## src/rtl/bram_rr_arbiter.sv

```systemverilog
// bram_rr_arbiter: round-robin sharing of one BRAM port between N_MASTER
// requesters. The granted master's address/data/byte-enables are muxed onto
// the port; read data is broadcast and tagged back to the issuing master.
// Ownership changes only after all reads of the previous tenure have drained.
module bram_rr_arbiter #(
  parameter int N_MASTER   = 4,
  parameter int ADDR_WIDTH = 32,
  parameter int DATA_WIDTH = 32,
  parameter int RD_LATENCY = 2
) (
  input  logic                                aclk,
  input  logic                                aresetn,
  input  logic [N_MASTER-1:0]                 m_req,
  output logic [N_MASTER-1:0]                 m_gnt,
  input  logic [N_MASTER*ADDR_WIDTH-1:0]      m_addr,
  input  logic [N_MASTER*DATA_WIDTH-1:0]      m_wrdata,
  input  logic [N_MASTER*(DATA_WIDTH/8)-1:0]  m_we,
  input  logic [N_MASTER-1:0]                 m_rd,
  output logic [DATA_WIDTH-1:0]               m_rddata,
  output logic [N_MASTER-1:0]                 m_rdvalid,
  output logic [ADDR_WIDTH-1:0]               BRAM_ADDR,
  output logic [DATA_WIDTH-1:0]               BRAM_WRDATA,
  output logic [DATA_WIDTH/8-1:0]             BRAM_WE,
  output logic                                BRAM_CLK,
  input  logic [DATA_WIDTH-1:0]               BRAM_RDDATA,
  output logic                                busy
);

  localparam int IW   = (N_MASTER > 1) ? $clog2(N_MASTER) : 1;
  localparam int WE_W = DATA_WIDTH / 8;

  typedef enum logic [1:0] {IDLE, GRANT, DRAIN} state_t;

  state_t                r_state;
  logic [IW-1:0]         r_gnt_idx;
  logic [IW-1:0]         r_last_grant;
  logic [N_MASTER-1:0]   r_gnt;
  logic [2:0]            r_drain_cnt;
  logic [ADDR_WIDTH-1:0] r_addr_hold;
  logic                  r_tag_vld [RD_LATENCY];
  logic [IW-1:0]         r_tag_idx [RD_LATENCY];

  logic [IW-1:0]         w_winner;
  logic                  w_found;
  logic [ADDR_WIDTH-1:0] w_sel_addr;
  logic [DATA_WIDTH-1:0] w_sel_wrdata;
  logic [WE_W-1:0]       w_sel_we;
  logic                  w_sel_rd;
  logic                  w_sel_req;
  logic                  w_rd_push;

  // Round-robin search: first requester upward from last_grant+1, with wrap.
  always_comb begin
    w_winner = r_last_grant;
    w_found  = 1'b0;
    for (int k = 1; k <= N_MASTER; k++) begin
      int j;
      j = (int'(r_last_grant) + k) % N_MASTER;
      if (!w_found && m_req[IW'(j)]) begin
        w_winner = IW'(j);
        w_found  = 1'b1;
      end
    end
  end

  // Pick out the granted master's slices.
  always_comb begin
    w_sel_addr   = '0;
    w_sel_wrdata = '0;
    w_sel_we     = '0;
    w_sel_rd     = 1'b0;
    w_sel_req    = 1'b0;
    for (int i = 0; i < N_MASTER; i++) begin
      if (r_gnt_idx == IW'(i)) begin
        w_sel_addr   = m_addr[i*ADDR_WIDTH +: ADDR_WIDTH];
        w_sel_wrdata = m_wrdata[i*DATA_WIDTH +: DATA_WIDTH];
        w_sel_we     = m_we[i*WE_W +: WE_W];
        w_sel_rd     = m_rd[i];
        w_sel_req    = m_req[i];
      end
    end
  end

  assign w_rd_push = (r_state == GRANT) && w_sel_rd;

  // Arbitration FSM: grant, hold for the tenure, then drain in-flight reads.
  always_ff @(posedge aclk or negedge aresetn) begin
    if (!aresetn) begin
      r_state      <= IDLE;
      r_gnt        <= '0;
      r_gnt_idx    <= '0;
      r_last_grant <= IW'(N_MASTER - 1);
      r_drain_cnt  <= '0;
    end else begin
      case (r_state)
        IDLE: begin
          if (w_found) begin
            r_state      <= GRANT;
            r_gnt_idx    <= w_winner;
            r_last_grant <= w_winner;
            r_gnt        <= {{(N_MASTER-1){1'b0}}, 1'b1} << w_winner;
          end
        end
        GRANT: begin
          if (!w_sel_req) begin
            r_state     <= DRAIN;
            r_gnt       <= '0;
            r_drain_cnt <= '0;
          end
        end
        DRAIN: begin
          if (r_drain_cnt == 3'(RD_LATENCY - 1)) begin
            r_state <= IDLE;
          end else begin
            r_drain_cnt <= r_drain_cnt + 3'd1;
          end
        end
        default: r_state <= IDLE;
      endcase
    end
  end

  // Remember the last granted address so the port is stable while draining.
  always_ff @(posedge aclk) begin
    if (r_state == GRANT) begin
      r_addr_hold <= w_sel_addr;
    end
  end

  // Read-tag shift pipeline; the last stage lines up with BRAM_RDDATA.
  always_ff @(posedge aclk or negedge aresetn) begin
    if (!aresetn) begin
      for (int k = 0; k < RD_LATENCY; k++) begin
        r_tag_vld[k] <= 1'b0;
        r_tag_idx[k] <= '0;
      end
    end else begin
      r_tag_vld[0] <= w_rd_push;
      r_tag_idx[0] <= r_gnt_idx;
      for (int k = 1; k < RD_LATENCY; k++) begin
        r_tag_vld[k] <= r_tag_vld[k-1];
        r_tag_idx[k] <= r_tag_idx[k-1];
      end
    end
  end

  // Decode the returning tag into a one-hot read-valid.
  always_comb begin
    m_rdvalid = '0;
    for (int i = 0; i < N_MASTER; i++) begin
      m_rdvalid[i] = r_tag_vld[RD_LATENCY-1] && (r_tag_idx[RD_LATENCY-1] == IW'(i));
    end
  end

  // BRAM port drive: granted master in GRANT, held address in DRAIN, zero in IDLE.
  always_comb begin
    BRAM_ADDR   = '0;
    BRAM_WRDATA = '0;
    BRAM_WE     = '0;
    case (r_state)
      GRANT: begin
        BRAM_ADDR   = w_sel_addr;
        BRAM_WRDATA = w_sel_wrdata;
        BRAM_WE     = w_sel_we;
      end
      DRAIN: BRAM_ADDR = r_addr_hold;
      default: ;
    endcase
  end

  assign m_gnt    = r_gnt;
  assign m_rddata = BRAM_RDDATA;
  assign BRAM_CLK = aclk;
  assign busy     = (r_state != IDLE);

endmodule
```

## config.mk

```make
export PLATFORM = sky130hd
export DESIGN_NAME = bram_rr_arbiter
export DESIGN_NICKNAME = d
export VERILOG_FILES = /design/src/rtl/bram_rr_arbiter.sv
export SDC_FILE = /design/constraint.sdc
export NUM_CORES = 1
export LEC_CHECK = 0
export ABC_AREA = 1
export ABC_CLOCK_PERIOD_IN_PS = 2900
export BUFFER_PORTS_ARGS = -buffer_cell sky130_fd_sc_hd__buf_2
export CAP_MARGIN = 40
export CORE_AREA = 2 2 166 168
export DETAILED_ROUTE_END_ITERATION = 16
export DIE_AREA = 0 0 168 170
export HOLD_SLACK_MARGIN = 0.05
export PLACE_DENSITY = 0.44
export SETUP_SLACK_MARGIN = 0.3
export SLEW_MARGIN = 20
export SYNTH_ARGS = -nofsm -noshare
export SYNTH_HDL_FRONTEND = slang
export SYNTH_SLANG_ARGS = --single-unit
```

## constraint.sdc

```tcl
create_clock -name aclk -period 2.9 [get_ports aclk]
set_input_delay 0.435 -clock aclk [delete_from_list [all_inputs] [get_ports aclk]]
set_output_delay 0.435 -clock aclk [all_outputs]
set_load 0.01 [all_outputs]
```

==> results_dict.tcl <==
set metrics [dict create \
    status "finished clean" \
    synth.distinct_cells 33 \
    drive_gt1_frac 0.415 \
    class_of_the_most_critical_setup_path "reg -> out" \
    timing.critical_path.to_type "primary output" \
    dp.final_hpwl_um 18100 \
    vias 6163 \
    first_global_vias 6082 \
    dieHeight_um 170 \
    worstSetupStartpointType "flip-flop" \
    grt_start_max_net_pins 39 \
    tritoncts "done" \
    cellLeakagePower_nw 3.66 \
    global_route_wire_length_before_repair_um 34900 \
    grt_overflow_total 0 \
    place.port_buffers 359 \
    sequential_cell_area_um2 1440 \
    multiInputGateArea_um2 2610 \
    layout_min_cycle_time_ps 2580 \
    rsz0062_at_grt "true" \
    finalCritPeriodShare 0.891 \
    post-place-cells 1353 \
    final_net_count 1353 \
    netlist.area_leader.share 0.201 \
    path_clk_slew_ps 70 \
    post-synth-top-area-cell "sky130_fd_sc_hd__edfxtp_1" \
    finalSetupViolCount 0 \
    antenna_found_initial 6 \
    peakVddDrop_mv 0.469 \
    fillerInstances 3010 \
    worstHoldPathType "in -> reg" \
    synth_register_bits 51 \
    detail_route.wirelength_um 24900 \
    synth_area_um2 4770 \
    crit_path_max_fanout 17 \
    clock_skew_ps 11.9 \
    areaGrowthSynthToFinish_pct 49.0 \
    detailedRoute.firstPassIterationCount 5 \
    total_power_mw 7.78 \
    postRouteAntennaNets 0 \
    power_per_cell_area_nw_per_um2 1090 \
    maxSlewHeadroom 0.697 \
    syn_area_per_cell_um2 6.60 \
    detail_route.drc_violations 0 \
    clock_latency_ps 420 \
    dieWidth_um 168 \
    synthTopCellsByArea "sky130_fd_sc_hd__edfxtp_1, sky130_fd_sc_hd__nand2_1, sky130_fd_sc_hd__dfrtp_1" \
    synth_seq_area_share 0.301 \
    placeableCoreArea_um2 26700 \
    number_of_pins_exceeding_their_max_slew_limit_in_the_final_report 0 \
    maxCapViolCount 0 \
    maxClockFrequency_ghz 0.387 \
    grt_usage 0.161 \
    gp_weighted_congestion 0.890 \
    post_synth_inst_count 723 \
    syn-num-nets 1042 \
    worst_ep_arrival_ps 2150 \
    critical_path_required_ps 2470 \
    wl_per_cell_um 18.1 \
    timing_worst_slew_pin_value_ps 454 \
    fp.dieArea_um2 28600 \
    hold_viol_final 0 \
    finalSetupTns_ps 0 \
    initial_core_utilization 0.179 \
    initialDrtViolationCount 281 \
    vias_per_cell 4.47 \
    synth.yosys.warnings 0 \
    floorplan.rows 60 \
    utilization 0.267 \
    instances_no_fill 1379 \
    io-pin-count 424 \
]
-- per-layer routing --
layer / track usage / part of all wire / vias to the layer above
met5: 0 / 0.0017 / -
met4: 0.0752 / 0.035 / 8
met3: 0.0398 / 0.072 / 68
met2: 0.294 / 0.49 / 291
met1: 0.176 / 0.40 / 2764
li1: - / - / 3032
-- metrics by stage --
stage                     setup WS [ps]  cell area, um^2  hold slack [ps]
after detailed placement            481             6640              346
after CTS                           287             6930              311
final                               315             7110              304
after global routing                242             7110              327
after floorplan                     490             4780              139
after global placement              439             6640              339
-- cells by family after synthesis --
group                      share of synthesized area
adders and majority gates                     0.0131
DFF                                            0.301
AOI/OAI and AO/OA                              0.253
xor gates and xnor gates                     0.00183
and+or+nand+nor                                0.271
buffers and inverters                          0.159
-- area by class of cell --
| class | count | share of cell area |
|---|---|---|
| clock inverter | 2 | 0.00193 |
| tap | 341 | 0.0600 |
| multi-input combinational | 525 | 0.367 |
| clock buffer | 10 | 0.0294 |
| antenna | 3 | 0.00106 |
| sequential | 51 | 0.203 |
| inverter | 63 | 0.0359 |
| timing repair buffer | 384 | 0.302 |
-- power by group --
| group | internal, mW | leakage, nW | switching (mW) |
|---|---|---|---|
| registers | 1.28 | 0.541 | 0.187 |
| clock network | 0.507 | 0.112 | 0.329 |
| logic | 1.93 | 3.01 | 3.56 |
| total | 3.71 | 3.66 | 4.07 |
-- synth_stat cells (all sizes together) --
cell	number
clkbuf	22
o22ai	31
xor2	1
o21ai	107
dfstp	2
edfxtp	32
o211ai	33
buf	62
or2	1
dfrtp	17
o21a	1
nor3	4
clkinv	1
nor2	15
nand3	45
o221ai	3
a21oi	38
ha	5
nand2	237
nand4	4
inv	62
-- state kept, by name, indices dropped and copies added (netlist names) --
signal,cells
m_gnt,4
r_addr_hold,32
r_drain_cnt,3
r_gnt_idx,2
r_last_grant,2
r_state,2
r_tag_idx,4
r_tag_vld,2
-- critical path, stage by stage (launching register included) --
cell                         delay [ps]
sky130_fd_sc_hd__dfrtp_2            500
sky130_fd_sc_hd__clkinvlp_4         220
sky130_fd_sc_hd__buf_12             170
sky130_fd_sc_hd__clkbuf_16          180
sky130_fd_sc_hd__o21ai_0            250
sky130_fd_sc_hd__o21ai_1            140
sky130_fd_sc_hd__nand2_1             70
sky130_fd_sc_hd__a21oi_1             50
sky130_fd_sc_hd__buf_2              160
-- cells in the final DEF, fill, tap and decap left out, types with 11 or more instances in the layout --
cell,netlist,final
sky130_fd_sc_hd__inv_1,55,53
sky130_fd_sc_hd__o21ai_0,73,71
sky130_fd_sc_hd__o211ai_1,33,33
sky130_fd_sc_hd__nand2_1,226,226
sky130_fd_sc_hd__o21ai_1,32,34
sky130_fd_sc_hd__a21oi_1,38,38
sky130_fd_sc_hd__buf_4,39,11
sky130_fd_sc_hd__dfrtp_1,17,15
sky130_fd_sc_hd__o22ai_1,31,31
sky130_fd_sc_hd__edfxtp_1,32,32
sky130_fd_sc_hd__buf_2,17,359
sky130_fd_sc_hd__nand3_1,45,44
-- what timing repair did --
item / 4_1_cts / 5_1_grt
hold buffers: 1 / 0
buffers inserted: 2 / 7
pin swaps: 1 / 3
endpoints found under the hold margin: 17 / 0
cloned: 0 / 2
setup endpoints to repair: 58 / 43
resized for setup: 9 / 16
-- worst paths after layout --
check / startpoint / endpoint / slack (ps) / cells after the start
setup / recovery: r_gnt_idx[0] / BRAM_ADDR[10] / 320 / 8
hold / removal: m_rd[3] / r_tag_vld[1] / 300 / 3
setup reg to reg: r_gnt_idx[0] / r_state[1] / 1010 / 13
hold reg to reg: r_tag_idx[2] / r_tag_idx[0] / 360 / 0
max in group asynchronous: aresetn / r_last_grant[0] / 2060 / 2
min in group asynchronous: aresetn / m_gnt[0] / 500 / 2
(Power assumes the default switching activity.)
